==> src/rtl/td4_core.sv <==
// TD4-style 4-bit CPU core: two-phase fetch/execute with A, B, OUT, carry and PC.
// The program ROM is external and returns its word combinationally for rom_addr.
module td4_core (
  input  logic       clk,
  input  logic       rst,
  input  logic       en,
  output logic [3:0] rom_addr,
  input  logic [7:0] rom_qd,
  input  logic [3:0] in_port,
  output logic [3:0] out_port,
  output logic       c_flag,
  output logic       phase
);

  // state | meaning
  // FETCH | latch rom_qd into ir
  // EXEC  | execute ir, update pc, return to FETCH
  typedef enum logic {FETCH = 1'b0, EXEC = 1'b1} state_t;

  state_t     state;
  logic [7:0] ir;
  logic [3:0] pc;
  logic [3:0] a;
  logic [3:0] b;
  logic [3:0] out_r;
  logic       c;

  logic [3:0] opcode;
  logic [3:0] im;
  logic [4:0] sum_a;
  logic [4:0] sum_b;
  logic [3:0] pc_inc;

  assign opcode = ir[7:4];
  assign im     = ir[3:0];
  assign sum_a  = {1'b0, a} + {1'b0, im};
  assign sum_b  = {1'b0, b} + {1'b0, im};
  assign pc_inc = pc + 4'd1;

  always_ff @(posedge clk or posedge rst) begin
    if (rst) begin
      state <= FETCH;
      ir    <= 8'h00;
      pc    <= 4'h0;
      a     <= 4'h0;
      b     <= 4'h0;
      out_r <= 4'h0;
      c     <= 1'b0;
    end else if (en) begin
      case (state)
        FETCH: begin
          ir    <= rom_qd;
          state <= EXEC;
        end
        EXEC: begin
          state <= FETCH;
          // Carry survives only an ADD; everything else, including jumps, clears it.
          c     <= 1'b0;
          pc    <= pc_inc;
          case (opcode)
            4'b0000: {c, a} <= sum_a;
            4'b0101: {c, b} <= sum_b;
            4'b0011: a <= im;
            4'b0111: b <= im;
            4'b0001: a <= b;
            4'b0100: b <= a;
            4'b0010: a <= in_port;
            4'b0110: b <= in_port;
            4'b1001: out_r <= b;
            4'b1011: out_r <= im;
            4'b1111: pc <= im;
            4'b1110: if (!c) pc <= im;
            default: ;
          endcase
        end
        default: state <= FETCH;
      endcase
    end
  end

  assign rom_addr = pc;
  assign out_port = out_r;
  assign c_flag   = c;
  assign phase    = (state == EXEC);

endmodule

==> config.mk <==
export PLATFORM = sky130hd
export DESIGN_NAME = td4_core
export DESIGN_NICKNAME = d
export VERILOG_FILES = /design/src/rtl/td4_core.sv
export SDC_FILE = /design/constraint.sdc
export NUM_CORES = 1
export LEC_CHECK = 0
export ABC_AREA = 1
export CAP_MARGIN = 20
export CORE_ASPECT_RATIO = 0.9
export CORE_MARGIN = 2
export CORE_UTILIZATION = 35
export DETAILED_ROUTE_END_ITERATION = 6
export PLACE_DENSITY = 0.65
export SYNTH_ARGS = -nofsm -noshare
export SYNTH_HDL_FRONTEND = slang
export SYNTH_SLANG_ARGS = --single-unit
export TNS_END_PERCENT = 10
==> constraint.sdc <==
create_clock -name clk -period 1.6 [get_ports clk]
set_input_delay 0.32 -clock clk [delete_from_list [all_inputs] [get_ports clk]]
set_output_delay 0.32 -clock clk [all_outputs]
set_load 0.01 [all_outputs]
=== After elaboration in Yosys (flattened, before gate mapping) ===
Index checks and enable logic that the tools add are counted.

* Register bits: 26
* Logic and storage cells: 38
* Output and inout bits: 10
* Input bits: 15

* Mux-type cells: 7
* Eq/ne operators: 11
* Bitwise operators: 1
* Reduce and logical (&&, ||, !) cells: 9
* Add/subtract/negate cells: 3

{| class="wikitable"
|+ Operators by type and width
! operator !! count
|-
| 4-bit case mux with 4 select lines || 2
|-
| 4-bit by 3-bit == test with 1-bit output (second input constant) || 4
|-
| 4-bit == test (second input constant) || 4
|-
| 4-bit case mux with 2 select lines || 2
|-
| 4-bit by 4-bit adder with 5-bit output || 2
|-
| 3-bit AND reduction || 3
|-
| 4-bit by 2-bit == test with 1-bit output (second input constant) || 2
|-
| 4-bit nonzero test || 2
|-
| 4-bit by 1-bit adder with 4-bit output (second input constant) || 1
|-
| 4-bit by 1-bit == test with 1-bit output (second input constant) || 1
|-
| 4-bit logical NOT || 1
|-
| 4-bit 2-to-1 mux || 1
|-
| 1-bit case mux with 2 select lines || 2
|-
| 2-bit AND reduction || 2
|-
| 2-bit nonzero test || 1
|-
| 1-bit NOT || 1
|}

=== Depth between registers and ports, before layout ===
* Depth in word-level cells: 3
* Gate-level depth with buffers: 8
* Gate-level depth less buffers: 8

=== Least setup slack after synthesis ===
Ideal clock, no wire load.

* Path type: reg-to-reg
* Start: reg ir[0]
* End: reg a[2]
* Data arrival time: 1424 ps
* Data required time: 1484 ps
* Setup slack: 60 ps
* Path buffers: 0
* Cell stages (with the launch flop): 8
* Setup time: 116 ps
* Cells stage by stage: dfrtp_1 ha_1 fa_1 xor2_1 o21ai_0 inv_1 nand2_1 nand2_1

* Cells in the longest elaborated chain, start to end: 2

{| class="wikitable"
|+ Ends and longest elaborated chain
! element !! RTL line !! RTL
|-
| start, declared || 21 || <nowiki>logic [7:0] ir;</nowiki>
|-
| start signal, assigned || 52 || <nowiki>ir <= rom_qd;</nowiki>
|-
| 4-bit by 4-bit adder with 5-bit output || 36 || <nowiki>assign sum_a = {1'b0, a} + {1'b0, im};</nowiki>
|-
| 4-bit case mux with 4 select lines || 60 || <nowiki>case (opcode)</nowiki>
|-
| end signal, assigned || 61 || <nowiki>4'b0000: {c, a} <= sum_a;</nowiki>
|-
| end signal, assigned || 63 || <nowiki>4'b0011: a <= im;</nowiki>
|-
| end signal, assigned || 67 || <nowiki>4'b0010: a <= in_port;</nowiki>
|-
| end, declared || 23 || <nowiki>logic [3:0] a;</nowiki>
|}

Every way passes these cells.
A chain may end at the register's enable or synchronous reset.

=== Worst setup path in the final report ===
* Start: reg pc[1], in the netlist rom_addr[1]
* End: out rom_addr[1]

{| class="wikitable"
|+ RTL lines
! element !! RTL line !! RTL
|-
| start, declared || 22 || <nowiki>logic [3:0] pc;</nowiki>
|-
| start signal, assigned || 59 || <nowiki>pc <= pc_inc;</nowiki>
|-
| start signal, assigned || 71 || <nowiki>4'b1111: pc <= im;</nowiki>
|-
| start signal, assigned || 72 || <nowiki>4'b1110: if (!c) pc <= im;</nowiki>
|-
| end, declared || 7 || <nowiki>output logic [3:0] rom_addr,</nowiki>
|}

No word-level cell between the ends.

==> metrics <==
Max Clock Freq 646 MHz; Syn Nets 262; grt total ovfl 0; post-route core utilization 0.462; Tot Pwr 0.00326 W; fillcell total 484; Rel. slew slack 0.766; maximum vdd drop 0.000871 V; Yosys reg bits 26; Max Slew Vio Count 0; Max FO, Critical Path 5; initial antenna violation count 0; cell area after layout 2210 um2; CTS Buf Count 3; GP Congestion 0.880; sequential share of the synthesized area 0.381; RSZ-0062 raised after global routing yes; setup TNS 0 ps; Mapped Cells 236; clk sinks 26; P&R area growth vs syn 29.3%; 1st-iter DRT viols 98; vias per inst 4.95; final wirelength 4.46 mm; Final #Nets 306; largest net degree at the start of global routing 27; DRC errors left 0; min cycle time layout 1550 ps; final hold slack 391 ps; unique cell type count in the Yosys netlist 27; CTS tree yes; Pwr Density 1480 nW/um2; Pleak 1.08 nW; outcome completed; most frequent cells in the layout nand2_1, nor2_1, dfrtp_1, inv_1, clkdlybuf4s50_1; Clock Pin Slew Worst Setup and Hold Paths 90 ps; CP bufs+invs 1; Final Hold Vio Count 0; Avg Cell Area, Syn 7.23 um2; antenna diode count 0; Crit. End Element output port; clk root buf clkbuf_8; crit share post-route 0.968; Max stage delay cell, worst path clkdlybuf4s50_1; Rows 24; first-pass GRT wire length 7.42 mm; worst hold path class primary input to async pin; H-tree levels 1; count of input and output buffers 24; GRT Total Usage 0.174; Crit Path Class flop to output port; clock skew 4.21 ps; WP data required 1280 ps; clk buf depth 2; Max Cap Violations 0; share of cells above drive strength 1 0.137; Initial Util 0.357; # setup viols final 0; I/O pin total 25; routed vias 1698; final antenna-violating net count 0; Placed Area 2140 um2; cts hold-fix bufs 0; vias in the first global route 1587; most common cell after layout, fill and taps aside nand2_1; CORE AREA 4770 um2; die height 70.2 um; Critical Path AT 1230 ps; YS warnings 0; delay of the slowest cell on the worst path 540 ps; Die Area 5450 um2; CP top delay family buffers and inverters; worst-skew pair later-pin latency 270 ps; Routed WL per cell 13.0 um; startpoint types flop; Synth Cell Area 1710 um2; crit path cell chain clkdlybuf4s50_1; Die Wd 77.6 um; Worst Tran Pin Value 350 ps; drt first pass iters 5; post-DP HPWL 3.52 mm
==> cells by family (layout without fill, tap and decap cells) <==
logic type | Yosys count | in the layout | share of synthesized area
muxes | 2 | 2 | 0.0132
adders and majority gates | 11 | 11 | 0.0894
AOI/OAI and AO/OA | 40 | 40 | 0.122
and+or+nand+nor | 126 | 126 | 0.316
DFF | 26 | 26 | 0.381
xor gates and xnor gates | 3 | 3 | 0.0154
buffers and inverters | 28 | 70 | 0.0623
==> layer usage <==
layer,track usage,vias up,wire length [um]
met4,0.0357,0,23
met5,0,-,0
met3,0.0336,2,243
met1,0.243,794,2110
met2,0.283,44,2080
li1,-,858,-
==> Yosys cell counts <==
cell       instances  area (um2)
or2_1              1        6.26
nand4_1            1        6.26
nor2_2             2        12.5
buf_2              1        5.00
clkinv_1           1        3.75
o22ai_1            2        12.5
clkbuf_1           2        7.51
inv_2              3        11.3
o21ai_0           13        65.1
o21ai_1            6        30.0
o21bai_1           1        7.51
a21oi_1           17        85.1
inv_1             21        78.8
xor2_1             3        26.3
fa_1               2        40.0
nor3_1             3        15.0
nand2_4            1        11.3
dfrtp_1           26         651
nand3_2            1        10.0
nand4_2            1        12.5
ha_1               9         113
nand2_2            2        12.5
o2111ai_1          1        8.76
mux2_2             2        22.5
nand2_1           61         229
nor2_1            33         124
nand3_1           20         100
==> registers in the layout, indices dropped and copies added, names as in the netlist <==
register and cells:
phase 1, b 4, ir 8, c_flag 1
rom_addr 4, a 4, out_port 4
==> final cells by class <==
cell class                      count  area, um2  area share
Sequential cell                    26        652       0.295
Multi-Input combinational cell    182        960       0.435
Timing Repair Buffer               42        379       0.172
Inverter                           25       93.8      0.0425
Tap cell                           65       81.3      0.0368
Clock buffer                        3       41.3      0.0187
==> power by group <==
group          internal [W]  switching [W]  total (W)
Sequential         0.000906       0.000263    0.00117
Clock              0.000169       0.000212   0.000381
Combinational      0.000821       0.000891    0.00171
Total               0.00190        0.00136    0.00326
==> worst paths after layout <==
| path | startpoint | to | slack [ps] | depth (start not counted) |
|---|---|---|---|---|
| max reg2reg | ir[0] | a[2] | 110 | 7 |
| min | rst | ir[3] | 390 | 3 |
| min in group clk | a[3] | a[3] | 520 | 2 |
| max in group asynchronous | rst | rom_addr[1] | 930 | 3 |
| max | rom_addr[1] | rom_addr[1] | 50 | 1 |
| min reg2reg | a[3] | a[3] | 520 | 2 |
==> timing repair <==
action	4_1_cts	5_1_grt
setup endpoints to repair	2	6
gates resized for setup	2	7
setup buffers	1	0
==> through the flow <==
stage                     setup WS (ps)  std cells
final                              50.8        343
after global routing              -5.03        343
after CTS                          7.50        343
after detailed placement          -82.0        339
after global placement            -71.8        339
after floorplan                    59.5        236
(Power assumes the default switching activity.)
